$ cat src/rtl/acs_regex_core.sv
// acs_regex_core: 4-state rate-1/2 Viterbi add-compare-select core with register-exchange survivors.
// Define ACS_SOFT_EN for soft-decision branch metrics on 2*SOFT_W-bit samples; hard Hamming metric otherwise.
module acs_regex_core #(
    parameter int PM_W       = 8,
    parameter int SURV_DEPTH = 8,
    parameter int INIT_PM    = 16,
    parameter int SOFT_W     = 3
) (
    input  logic            clk,
    input  logic            rst,
    input  logic            frame_start,
    input  logic            in_valid,
`ifdef ACS_SOFT_EN
    input  logic [2*SOFT_W-1:0] data_recv,
`else
    input  logic [1:0]      data_recv,
`endif
    output logic            dec_valid,
    output logic            dec_bit,
    output logic [PM_W-1:0] best_pm
);
`ifdef ACS_SOFT_EN
    localparam int BM_W = SOFT_W + 1;
    localparam int DW   = 2 * SOFT_W;
`else
    localparam int BM_W = 2;
    localparam int DW   = 2;
`endif
    localparam int FW = $clog2(SURV_DEPTH);
    localparam logic [FW-1:0] LAST = FW'(SURV_DEPTH - 1);

    if (PM_W < 5 || SURV_DEPTH < 2 || SOFT_W < 1) begin : g_bad_params
        $error("acs_regex_core: illegal parameter values");
    end

    function automatic logic [1:0] exp_sym(input logic [1:0] p, input logic u);
        return {u ^ p[1] ^ p[0], u ^ p[0]};
    endfunction

    function automatic logic [BM_W-1:0] branch(input logic [1:0] e, input logic [DW-1:0] d);
`ifdef ACS_SOFT_EN
        logic [SOFT_W-1:0] c1 = e[1] ? ~d[DW-1:SOFT_W] : d[DW-1:SOFT_W];
        logic [SOFT_W-1:0] c0 = e[0] ? ~d[SOFT_W-1:0] : d[SOFT_W-1:0];
        return {1'b0, c1} + {1'b0, c0};
`else
        return {1'b0, e[1] ^ d[1]} + {1'b0, e[0] ^ d[0]};
`endif
    endfunction

    function automatic logic [PM_W-1:0] sat_add(input logic [PM_W-1:0] pm_v, input logic [BM_W-1:0] bm);
        logic [PM_W:0] s = {1'b0, pm_v} + (PM_W+1)'(bm);
        return s[PM_W] ? '1 : s[PM_W-1:0];
    endfunction

    logic [PM_W-1:0]       pm      [4];
    logic [PM_W-1:0]       pm_in   [4];
    logic [PM_W-1:0]       pm_raw  [4];
    logic [PM_W-1:0]       pm_nx   [4];
    logic [SURV_DEPTH-2:0] surv    [4];
    logic [SURV_DEPTH-1:0] surv_nx [4];
    logic [FW-1:0]         fill;
    logic                  norm;
    logic                  dv_nx;
    logic [1:0]            best;

    for (genvar i = 0; i < 4; i++) begin : g_acs
        localparam logic [1:0] S  = 2'(i);
        localparam logic [1:0] PA = {S[0], 1'b0};
        localparam logic [1:0] PB = {S[0], 1'b1};
        logic [BM_W-1:0]       bm_a, bm_b;
        logic [PM_W-1:0]       c_a, c_b;
        logic                  sel;
        logic [SURV_DEPTH-2:0] prev;
        assign pm_in[i]   = frame_start ? (i == 0 ? '0 : PM_W'(INIT_PM)) : pm[i];
        assign bm_a       = branch(exp_sym(PA, S[1]), data_recv);
        assign bm_b       = branch(exp_sym(PB, S[1]), data_recv);
        assign c_a        = sat_add(pm_in[PA], bm_a);
        assign c_b        = sat_add(pm_in[PB], bm_b);
        // equal sums resolve toward the branch with the smaller metric, pB when those tie too
        assign sel        = c_a > c_b || (c_a == c_b && bm_a >= bm_b);
        assign pm_raw[i]  = sel ? c_b : c_a;
        assign prev       = frame_start ? '0 : surv[sel ? PB : PA];
        assign surv_nx[i] = {prev, S[1]};
        assign pm_nx[i]   = norm ? {1'b0, pm_raw[i][PM_W-2:0]} : pm_raw[i];
    end

    assign norm  = pm_raw[0][PM_W-1] & pm_raw[1][PM_W-1] & pm_raw[2][PM_W-1] & pm_raw[3][PM_W-1];
    assign dv_nx = !frame_start && fill == LAST;

    always_comb begin
        best = 2'd0;
        for (int k = 1; k < 4; k++)
            if (pm_nx[k] < pm_nx[best]) best = 2'(k);
    end

    // the oldest survivor bit is consumed straight from surv_nx, so only SURV_DEPTH-1 bits are stored
    always_ff @(posedge clk or negedge rst) begin
        if (!rst) begin
            for (int k = 0; k < 4; k++) begin
                pm[k]   <= k == 0 ? '0 : PM_W'(INIT_PM);
                surv[k] <= '0;
            end
            fill      <= '0;
            dec_valid <= 1'b0;
            dec_bit   <= 1'b0;
            best_pm   <= '0;
        end else if (in_valid) begin
            for (int k = 0; k < 4; k++) begin
                pm[k]   <= pm_nx[k];
                surv[k] <= surv_nx[k][SURV_DEPTH-2:0];
            end
            fill      <= frame_start ? FW'(1) : fill + FW'(fill != LAST);
            dec_valid <= dv_nx;
            dec_bit   <= dv_nx ? surv_nx[best][SURV_DEPTH-1] : dec_bit;
            best_pm   <= pm_nx[best];
        end else begin
            dec_valid <= 1'b0;
            if (frame_start) begin
                for (int k = 0; k < 4; k++) begin
                    pm[k]   <= pm_in[k];
                    surv[k] <= '0;
                end
                fill <= '0;
            end
        end
    end
endmodule

$ cat config.mk
export PLATFORM = sky130hd
export DESIGN_NAME = acs_regex_core
export DESIGN_NICKNAME = d
export VERILOG_FILES = /design/src/rtl/acs_regex_core.sv
export SDC_FILE = /design/constraint.sdc
export NUM_CORES = 1
export LEC_CHECK = 0
export ABC_AREA = 1
export CELL_PAD_IN_SITES_DETAIL_PLACEMENT = 1
export CELL_PAD_IN_SITES_GLOBAL_PLACEMENT = 1
export CORE_MARGIN = 2
export CORE_UTILIZATION = 44
export CTS_BUF_LIST = sky130_fd_sc_hd__clkbuf_4
export CTS_CLUSTER_DIAMETER = 200
export DETAILED_ROUTE_END_ITERATION = 8
export DONT_BUFFER_PORTS = 1
export PLACE_DENSITY = 0.81
export SLEW_MARGIN = 20
export SYNTH_ARGS = -nofsm -noshare
export SYNTH_HDL_FRONTEND = slang
export SYNTH_SLANG_ARGS = --single-unit
$ cat constraint.sdc
create_clock -name clk -period 6.9 [get_ports clk]
set_input_delay 1.38 -clock clk [delete_from_list [all_inputs] [get_ports clk]]
set_output_delay 1.38 -clock clk [all_outputs]
set_load 0.005 [all_outputs]
==> results of run 1 <==
per-layer routing:
metal | track usage (%) | GRT overflow
met1 | 85.7 | 5
met2 | 106 | 326
met4 | 93.3 | 144
met5 | 13.3 | 0
met3 | 69.7 | 3
timing repair:
item	4_1_cts
gates resized for setup	121
buffers inserted	35
cloned	2
setup endpoints to repair	9
pin swaps	64
cells by family after synthesis:
family                     count (synthesis)  synth area share, %
and+or+nand+nor                          457                 30.2
AOI/OAI and AO/OA                        215                 18.2
buffers and inverters                    168                 10.4
adders and majority gates                 71                 13.8
DFF                                       67                 26.1
xor gates and xnor gates                   9                 1.23
stage by stage:
step                instances  instance area [um2]  setup TNS, ns  setup WS [ns]
floorplan                 987                 6690          -6.55         -0.741
global placement         1358                 8320         -10.76          -1.21
detailed placement       1358                 8320         -15.67          -1.81
CTS                      1410                 9190          -5.91         -0.678
==> results.txt, run 1 <==
Outcome: stopped before the end
Failed at: global routing
First Error: [ERROR GRT-0232] Routing congestion too high. Check the congestion heatmap in the GUI.
H-Tree Depth: 3
Cell variety after synth: 43
Clk buf depth: 2
Largest area contributor in the netlist: dfrtp_1
Chip height: 125 um
Root buf cell: clkbuf_4
Clock buffer count from CTS: 9
Syn_area_per_cell: 6.52 um2
PortBufs: 0
GRT worst endpoint: best_pm[3]$_DFFE_PN0P_/D
Classification of the worst endpoint: register input
Die width: 125 um
Post-DP HPWL: 21300 um
CTS Sinks: 67
Post-CTS Hold Fix Bufs: 0
Placer Congestion: 0.911
# rows: 44
Ports: 16
Sequential area share after synthesis: 26.1%
Post-synthesis cell count: 987
Remaining Overflow, GRT: 478
Yosys warning count: 0
Initial core utilization: 44.6%
Largest net degree at the start of global routing: 68
Area share of the largest cell type after synthesis: 24.9%
Cell with the most instances after synthesis: nand2_1
Top cells by area, synth: dfrtp_1 25%, ha_1 14%, nand2_1 14%
Number of synthesized flops with an enable pin: 0
Synth cell count leaders: 236 x nand2_1, 135 x inv_1, 123 x nor2_1
GRT Util Overall: 87.0%
Mapped cell area: 0.00643 mm2
Yosys reg bits: 67
Syn nets: 1064
Synth Flop Type: dfrtp_1
Synth async-reset ratio: 100%
==> run 2, diff against run 1 <==
CELL_PAD_IN_SITES_DETAIL_PLACEMENT = not set   (was 1)
CELL_PAD_IN_SITES_GLOBAL_PLACEMENT = not set   (was 1)
CORE_UTILIZATION = 40   (was 44)
CTS_BUF_LIST = not set   (was sky130_fd_sc_hd__clkbuf_4)
CTS_CLUSTER_DIAMETER = not set   (was 200)
PLACE_DENSITY = not set   (was 0.81)
PLACE_DENSITY_LB_ADDON = 0.15   (was not set)
clock period = 8.97 ns   (was 6.9 ns; I/O delays follow)
==> results.txt, run 2 <==
CTS Sinks: 67 (unchanged)
Hold Crit Class: reg -> reg
Setup crit start: data_recv[0]
CTS tree: built
Yosys reg bits: 67 (unchanged)
Synth async-reset ratio: 100% (unchanged)
Worst path slowest cell: a211oi_2
H-Tree Depth: 3 (unchanged)
Reg with most FFs: pm
Worst slew pin tran: 0.964 ns
Synth Flop Type: dfrtp_1
Final Critical Period: 8.46 ns
Most frequent cell on the critical path: nand2_1
Vias per inst: 5.05
Die width: 131 um (+4.7%)
Hold Fails Final Rpt: 0
Fillers: 1626
Reg clk slew, reported paths: 0.06 ns
GRT Util Overall: 23.6%
Initial antenna violation count: 0
Worst R2R Start: pm[9]
Largest net degree at the start of global routing: 68
Remaining Overflow, GRT: 0
First-pass GRT wire length: 31100 um
Synth-to-layout area growth: 17.0%
Avg WL per Cell: 15.2 um
Syn nets: 1064 (unchanged)
Max reg flops: 32
Setup Viol. Count Final: 0
Core Area: 0.0158 mm2
Outcome: finished clean
Slew headroom: 35.3%
Placer Congestion: 0.914 (+0.40%)
Reg2reg setup slack: 1.88 ns
Worst Path Arrival: 8.72 ns
First DRT Iteration DRCs: 381
Yosys warning count: 0 (unchanged)
# rows: 46 (+4.5%)
Clock buffer count from CTS: 9 (unchanged)
Worst setup EP type: flip-flop
Layout cell share with drive strength beyond 1: 16.1%
Initial core utilization: 40.6% (-4.0 points)
Total inserted antenna cells: 0
Syn_area_per_cell: 6.52 um2 (unchanged)
Final worst-path cycle share: 94.3%
Slew Viols, Final: 0
Cell with the most instances after synthesis: nand2_1
DRT antenna net count: 0
Largest area contributor in the netlist: dfrtp_1
Ports: 16 (unchanged)
Initial DRT Pass Iterations: 7
Final Instance Area: 0.00753 mm2
Sequential area share after synthesis: 26.1% (unchanged)
Crit start category: primary input
Chip height: 131 um (+4.7%)
Nets: 1116
Commonest non-fill, non-tap cells in the layout: 231 x nand2_1, 129 x inv_1, 120 x nor2_1, 108 x o21ai_0, 67 x ha_1
Biggest regs: pm (32), surv (22), best_pm (8)
CP endpoint: best_pm[2]
Area share of the largest cell type after synthesis: 24.9% (unchanged)
Dpl cell area: 0.00700 mm2 (-16%)
Commonest non-fill, non-tap cell in the layout: nand2_1
Number of synthesized flops with an enable pin: 0 (unchanged)
Setup TNS: 0 ns
Die footprint: 0.0171 mm2
Setup CP Type: in -> reg
Data required, critical path: 9.23 ns
Max-Cap Viols: 0
CP Max Fanout: 8
FMAX: 0.118 GHz
DR vias: 6359
PortBufs: 0 (unchanged)
Vias in the first global route: 6012
Cell variety after synth: 43 (unchanged)
Setup Skew: 0.00782 ns
FF-to-FF End: best_pm[2]
Synth cell count leaders: 236 x nand2_1, 135 x inv_1, 123 x nor2_1
Drc violations: 0
Post-synthesis cell count: 987 (unchanged)
Clock Latency Late Sink: 0.34 ns
Wirelength, routed: 19200 um
FF-to-FF path depth: 54
Root buf cell: clkbuf_16
Top cells by area, synth: dfrtp_1 25%, ha_1 14%, nand2_1 14%
Post-DP HPWL: 14900 um (-30%)
Clk buf depth: 2 (unchanged)
CP peak stage delay: 0.37 ns
Mapped cell area: 0.00643 mm2 (unchanged)
[run 2: cells by family after synthesis]
family	synth area share (%)
AOI/OAI and AO/OA	18.2
xor gates and xnor gates	1.23
adders and majority gates	13.8
buffers and inverters	10.4
DFF	26.1
and+or+nand+nor	30.2
[run 2: worst min path at each step]
stage,startpoint,to,slack (ns),cells past startpoint
after floorplan,surv[1],surv[1],0.45,2
after CTS,surv[16],surv[16],0.50,2
after global placement,surv[1],surv[1],0.49,2
final,surv[1],surv[1],0.50,2
after detailed placement,surv[16],surv[16],0.49,2
after global routing,surv[1],surv[1],0.53,2
[run 2: per-layer routing]
metal	GRT usage (%)	vias to the layer above	share of wire (%)
met5	0	-	0
met4	6.20	0	2.0
met3	3.18	29	3.4
met2	39.6	121	46
met1	32.3	2877	49
li1	-	3332	-
[run 2: layout make-up]
cell class,count,area [um2],area share (%)
inverters,141,539,7.16
multi-input cells,753,4230,56.2
clock buffers,10,229,3.04
flip-flops and latches,67,1680,22.3
clock inverters,6,65.1,0.864
repair buffers,67,510,6.78
well taps,216,270,3.59
[run 2: repair_timing]
| action | 4_1_cts | 5_1_grt |
|---|---|---|
| hold endpoints to repair | 0 | 0 |
| buffers inserted | 0 | 10 |
| hold buffers | 0 | 0 |
| gates resized for setup | 0 | 50 |
| setup endpoints to repair | 0 | 9 |
[run 2: critical path: cells and delay by family]
family                   cells  cell delay, ns
AND/OR/NAND/NOR             24            2.14
adder cells (fa/ha/maj)      7            1.88
buffers and inverters       14            1.57
AO/OA/AOI/OAI                8            1.32
[run 2: metrics by stage]
| step | setup WS [ns] | instances | hold WS (ns) | utilization (%) |
|---|---|---|---|---|
| after floorplan | 0.0962 | 987 | 0.453 | - |
| after global placement | -0.0413 | 1233 | 0.486 | 44.2 |
| after detailed placement | -0.119 | 1233 | 0.491 | 44.2 |
| after CTS | 0.189 | 1249 | 0.504 | 46.1 |
| after global routing | -0.0875 | 1260 | 0.525 | 47.6 |
| final | 0.508 | 1260 | 0.499 | 47.6 |
Power of run 2 is left out: the tool's default activity adds up to more than one toggle a clock period on the data nets, which glitch-free logic cannot reach.
==> run 3, diff against run 2 <==
ABC_AREA = not set   (was 1)
CORE_UTILIZATION = 53   (was 40)
CTS_CLUSTER_SIZE = 14   (was not set)
==> results.txt, run 3 <==
Met3 usage: 5.10% (+1.9 points)
Slew Viols, Final: 0 (unchanged)
Outcome: complete, but fails checks
Commonest non-fill, non-tap cells in the layout: 213 x buf_4, 81 x nand2_1, 80 x nor2_1, 64 x dfrtp_1, 57 x ha_1
RSZ-0062 raised after global routing: yes
Root buf cell: clkbuf_16
Vias in the first global route: 6926 (+15%)
Placed Cells: 1139 (-7.6%)
Layout cell share with drive strength beyond 1: 35.6% (+20 points)
Setup crit start: data_recv[0]
H-Tree Depth: 3 (unchanged)
Worst Path Arrival: 10.35 ns (+1.63 ns)
CP peak stage delay: 0.37 ns (about the same)
Failing checks: negative setup slack
Pwr dens: 456 mW/mm2
Top cells by area, synth: dfrtp_1 24%, ha_1 13%, mux2i_1 7.7%
DR vias: 7196 (+13%)
GRT Util Overall: 33.0% (+9.3 points)
Avg WL per Cell: 18.7 um (+23%)
Most Crowded Layer GR: met2
Initial DRT Pass Iterations: 5 (-2)
Hold Crit Depth: 1 (-1)
Worst slew pin tran: 0.980 ns (+0.0156 ns)
Sequential area share after synthesis: 24.8% (-1.3 points)
PortBufs: 0 (unchanged)
FF-to-FF path depth: 44 (-19%)
Reg clk slew, reported paths: 0.06 ns (about the same)
Crit start category: primary input
Setup Skew: 0.00748 ns (-0.000333 ns)
Die footprint: 0.0137 mm2 (-20%)
Hold Fails Final Rpt: 0 (unchanged)
Reg2reg setup slack: -0.08 ns (-1.96 ns)
Worst R2R Start: pm[1]
Vias per inst: 6.05 (+20%)
Final non-filler cell total: 1189 (-5.6%)
Max reg flops: 32 (unchanged)
Initial core utilization: 53.9% (+13 points)
Worst setup EP type: flip-flop
Clk buf depth: 2 (unchanged)
Worst path slowest cell: mux2i_4
Final Instance Area: 0.00937 mm2 (+24%)
Ports: 16 (unchanged)
Synth Area in Compound Gates: 21.8% (+3.5 points)
Syn_area_per_cell: 8.18 um2 (+26%)
Post-synthesis simple-gate area fraction: 19.5% (-11 points)
Max-Cap Viols: 0 (unchanged)
Post-synthesis xor/xnor area fraction: 3.62% (+2.4 points)
Reg with most FFs: pm
Slew headroom: 34.6% (-0.71 points)
Met1 GRT Util: 44.6% (+12 points)
Wirelength, routed: 22300 um (+16%)
# rows: 41 (-11%)
Initial antenna violation count: 1 (+1)
Largest area contributor in the netlist: dfrtp_1
Setup Viol. Count Final: 9 (+9)
Mapped cell area: 0.00678 mm2 (+5.3%)
CTS tree: built
First DRT Iteration DRCs: 662 (+74%)
Final Core Density: 74.6% (+27 points)
DP Worst Slack: -1.87 ns (-1.75 ns)
Synth cell count leaders: 88 x nor2_1, 83 x nand2_1, 71 x ha_1
Remaining Overflow, GRT: 0 (unchanged)
Largest net degree at the start of global routing: 84 (+24%)
Hold Crit Class: reg -> reg
FMAX: 0.0991 GHz (-16%)
Drc violations: 0 (unchanged)
Synth-to-layout area growth: 38.3%
Biggest regs: pm (32), surv (22), best_pm (8)
Clock buffer count from CTS: 9 (unchanged)
Static leakage: 4.52 nW
Core Area: 0.0126 mm2 (-21%)
First-pass GRT wire length: 34900 um (+12%)
Highest ir drop seen on vdd: 0.788 mV
Proportion of synthesized area in mux cells: 11.6% (+12 points)
Data required, critical path: 9.22 ns (about the same)
Post-synthesis cell count: 828 (-16%)
Number of synthesized flops with an enable pin: 0 (unchanged)
Chip height: 117 um (-10%)
Die width: 117 um (-10%)
Post-DP HPWL: 16100 um (+8.0%)
Min setup slack post-route: -1.12 ns (-1.63 ns)
Final Critical Period: 10.09 ns (+1.63 ns)
Commonest non-fill, non-tap cell in the layout: buf_4
Hold Path End: surv[0]
Cell variety after synth: 76 (+77%)
Routing usage on met2: 54.1% (+15 points)
Yosys reg bits: 67 (unchanged)
Adder-Cell Fraction of Synth Area: 13.4% (-0.41 points)
Synth Flop Type: dfrtp_1
Area share of the largest cell type after synthesis: 23.6% (-1.3 points)
CTS Sinks: 67 (unchanged)
Total inserted antenna cells: 0 (unchanged)
Final worst-path cycle share: 113% (+18 points)
Synth async-reset ratio: 100% (unchanged)
Yosys warning count: 0 (unchanged)
CP Max Fanout: 7 (-1)
DRT antenna net count: 0 (unchanged)
Hold Startpoint: surv[0]
FF-to-FF End: best_pm[2]
Clock Latency Late Sink: 0.34 ns (about the same)
Dpl cell area: 0.00831 mm2 (+19%)
Main combinational cell family by area after synthesis: compound AO/OA/AOI/OAI gates
Nets: 1089 (-2.4%)
Placer Congestion: 0.976 (+6.7%)
Syn nets: 905 (-15%)
Setup CP Type: in -> reg
Cell with the most instances after synthesis: nor2_1
[run 3: timing repair]
| action | 4_1_cts | 5_1_grt |
|---|---|---|
| hold buffers | 0 | 0 |
| gates cloned | 0 | 0 |
| buffers inserted | 23 | 11 |
| gates resized for setup | 58 | 51 |
| pin swaps | 37 | 42 |
| endpoints found under the hold margin | 0 | 0 |
| setup endpoints to repair | 9 | 9 |
[run 3: kinds of logic after synthesis]
kind of cell / count (synthesis)
flip-flops: 67
AND/OR/NAND/NOR: 276
AO/OA/AOI/OAI: 221
XOR/XNOR: 28
buffers and inverters: 89
multiplexers: 74
adder cells (fa/ha/maj): 73
[run 3: metal layers]
layer / vias up / wire [um]
met5: - / 0
met4: 0 / 676
met3: 48 / 1260
met2: 264 / 10600
met1: 3520 / 9740
li1: 3364 / -
[run 3: through the flow]
step                      hold slack [ns]  power, mW  TNS, ns
after global routing                0.504       4.53   -13.71
after CTS                           0.486       4.00    -8.50
after global placement              0.464       3.12   -14.33
after floorplan                     0.453       2.20   -10.57
final                               0.480       4.28    -9.78
after detailed placement            0.472       3.22   -16.40
[run 3: final cells by class]
| class | instances | area, um2 |
|---|---|---|
| flip-flops and latches | 67 | 1680 |
| repair buffers | 219 | 1680 |
| clock buffers | 9 | 225 |
| fillers | 942 | 3200 |
| well taps | 172 | 215 |
| clock inverters | 7 | 83.8 |
| inverters | 43 | 179 |
| multi-input cells | 672 | 5310 |
[run 3: worst max-delay path: cells and delay by family]
family	cells	cell delay, ns
AOI/OAI and AO/OA	21	3.79
adders and majority gates	6	1.51
muxes	5	1.32
and+or+nand+nor	6	1.21
buffers and inverters	7	0.70
[run 3: how the worst max path moves through the flow]
stage                  to  slack, ns
3_3_place_gp   best_pm[0]      -1.67
5_1_grt           dec_bit      -1.56
4_1_cts           dec_bit      -0.99
6_report       best_pm[2]      -1.12
2_1_floorplan  best_pm[7]      -1.21
3_5_place_dp   best_pm[0]      -1.87
[run 3: where the power goes]
| part | switching [mW] | internal [mW] |
|---|---|---|
| clock network | 0.158 | 0.221 |
| registers | 0.0760 | 0.367 |
| logic | 1.68 | 1.78 |
| total | 1.91 | 2.36 |
Power figures use the tool's default switching activity.
==> run 4, diff against run 3 <==
CORE_MARGIN = not set   (was 2)
TNS_END_PERCENT = 20   (was not set)
==> results.txt, run 4 (synthesized netlist as in run 3, its figures left out) <==
Synth-to-layout area growth: 35.8%
DR vias: 7137 (-0.82%)
Worst Path Buf+Inv: 10 (+3)
Chip height: 115 um (-1.7%)
Hold Fails Final Rpt: 0 (unchanged)
First DRT Iteration DRCs: 520 (-21%)
Static leakage: 4.45 nW (-1.4%)
Vias per inst: 6.06 (+0.11%)
Gate power share: 80.8% (about the same)
Largest net degree at the start of global routing: 84 (unchanged)
DRT antenna net count: 0 (unchanged)
Nets: 1082 (-0.64%)
Root buf cell: clkbuf_16
Die footprint: 0.0132 mm2 (-3.4%)
FF-to-FF End: best_pm[3]
H-Tree Depth: 3 (unchanged)
Worst slew pin tran: 1.06 ns (+0.0844 ns)
Sequential power share: 10.3% (about the same)
Crit start category: primary input
Reg clk slew, reported paths: 0.06 ns (about the same)
Reg2reg setup slack: -0.06 ns (+0.02 ns)
Switching share of power: 45.4% (+0.63 points)
Hold Startpoint: surv[0]
Vias in the first global route: 7040 (+1.6%)
CP peak stage delay: 0.42 ns (+0.05 ns)
Failing checks: negative setup slack
PortBufs: 0 (unchanged)
Commonest non-fill, non-tap cell in the layout: buf_4
Max-Cap Viols: 0 (unchanged)
FMAX: 0.0980 GHz (-1.0%)
Highest ir drop seen on vdd: 1.00 mV (+27%)
Sequential cell area: 0.00168 mm2 (unchanged)
Area of the multi-input gates: 0.00520 mm2 (-2.2%)
Setup Viol. Count Final: 9 (unchanged)
Internal Power: 2.34 mW (-1.0%)
Initial core utilization: 55.5% (+1.6 points)
Data required, critical path: 9.18 ns (-0.04 ns)
Pwr dens: 465 mW/mm2 (+1.9%)
Slew headroom: 28.3% (-6.3 points)
Die width: 115 um (-1.7%)
Final Power: 4.28 mW (about the same)
Hold Crit Depth: 1 (unchanged)
Final worst-path cycle share: 114% (+1.2 points)
Max reg flops: 32 (unchanged)
Commonest non-fill, non-tap cells in the layout: 206 x buf_4, 82 x nor2_1, 82 x nand2_1, 64 x dfrtp_1, 60 x ha_1
Remaining Overflow, GRT: 0 (unchanged)
Final Core Density: 75.4% (+0.79 points)
Core Area: 0.0122 mm2 (-2.8%)
Biggest regs: pm (32), surv (22), best_pm (8)
Post-DP HPWL: 16800 um (+4.6%)
FF-to-FF path depth: 47 (+6.8%)
Drc violations: 0 (unchanged)
Worst R2R Start: pm[0]
Setup Skew: 0.00829 ns (+0.000810 ns)
Reg with most FFs: pm
Psw: 1.94 mW (+1.5%)
# rows: 40 (-2.4%)
Fillers: 949 (+0.74%)
Wirelength, routed: 23100 um (+3.8%)
Delay-heaviest family, CP: compound AO/OA/AOI/OAI gates
Avg WL per Cell: 19.6 um (+4.8%)
First-pass GRT wire length: 36100 um (+3.5%)
RSZ-0062 raised after global routing: yes
Initial DRT Pass Iterations: 5 (unchanged)
Hold Crit Class: reg -> reg
Placer Congestion: 0.977 (+0.14%)
Worst hold slack: 0.482 ns (+0.00222 ns)
Worst setup EP type: flip-flop
Clock buffer count from CTS: 9 (unchanged)
GRT Util Overall: 35.9% (+3.0 points)
Clk network pwr share: 8.9% (about the same)
Hold Path End: surv[0]
Worst path slowest cell: a2111o_1
Layout cell share with drive strength beyond 1: 34.0% (-1.6 points)
Clock Latency Late Sink: 0.35 ns (about the same)
Setup CP Type: in -> reg
Total inserted antenna cells: 0 (unchanged)
Slew Viols, Final: 0 (unchanged)
Outcome: complete, but fails checks
Min setup slack post-route: -1.23 ns (-0.106 ns)
CP Max Fanout: 7 (unchanged)
CTS tree: built
CTS Sinks: 67 (unchanged)
Initial antenna violation count: 0 (-1)
Ports: 16 (unchanged)
Worst Path Arrival: 10.41 ns (+0.06 ns)
Clk buf depth: 2 (unchanged)
Final Critical Period: 10.20 ns (+0.106 ns)
run 4: changes by cell type in the layout (fill, tap and decap cells not counted), sizes merged:
| cell | change |
|---|---|
| buf | -7 |
| clkinv | +1 |
| inv | -1 |
run 4: worst max path at each step:
stage / start / endpoint / depth (start not counted)
finish: data_recv[1] / best_pm[3] / 48
global route: data_recv[0] / best_pm[3] / 48
global placement: data_recv[0] / best_pm[0] / 46
CTS: data_recv[1] / dec_bit / 48
floorplan: frame_start / best_pm[7] / 52
detailed placement: data_recv[0] / best_pm[0] / 47
run 4: area by class of cell:
class | count | share of cell area, %
Multi-Input combinational cell | 672 | 56.5
Sequential cell | 67 | 18.3
Timing Repair Buffer | 212 | 17.7
Clock buffer | 9 | 2.45
Tap cell | 168 | 2.28
Inverter | 43 | 1.92
Clock inverter | 7 | 0.911
run 4: power by group through the flow:
stage,registers (mW),logic (mW),clock network [mW]
2_1_floorplan,0.404,1.79,0
3_3_place_gp,0.438,2.69,0
3_5_place_dp,0.441,2.80,0
4_1_cts,0.438,3.14,0.381
5_1_grt,0.450,3.66,0.392
6_report,0.441,3.46,0.379
run 4: timing repair:
item,4_1_cts,5_1_grt
hold buffers,0,0
gates resized for setup,52,31
pin swaps,37,28
cloned,0,0
setup endpoints to repair,9,9
buffers inserted,24,8
run 4: stage by stage:
stage                     instance area [um2]  setup WS (ns)  std cells  TNS [ns]
final                                    9200          -1.23       1178     -9.99
after global routing                     9200          -1.61       1178    -13.79
after CTS                                9020          -1.01       1170     -8.92
after detailed placement                 8280          -1.86       1130    -16.17
after global placement                   8280          -1.59       1130    -13.51
after floorplan                          6950          -1.25        828    -10.96
run 4: routing by layer:
layer	global-route usage [%]	vias up	wire length [um]
li1	-	3349	-
met3	4.96	58	1250
met1	46.7	3495	9980
met4	16.9	0	903
met2	59.3	235	11000
met5	0	-	0
run 4: worst register-to-register path: cells and delay by family, from the launching register on:
kind / cells / cell delay (ns)
and+or+nand+nor: 14 / 2.10
DFF: 1 / 0.31
buffers and inverters: 5 / 0.70
adders and majority gates: 6 / 1.47
AOI/OAI and AO/OA: 19 / 3.32
muxes: 3 / 0.98
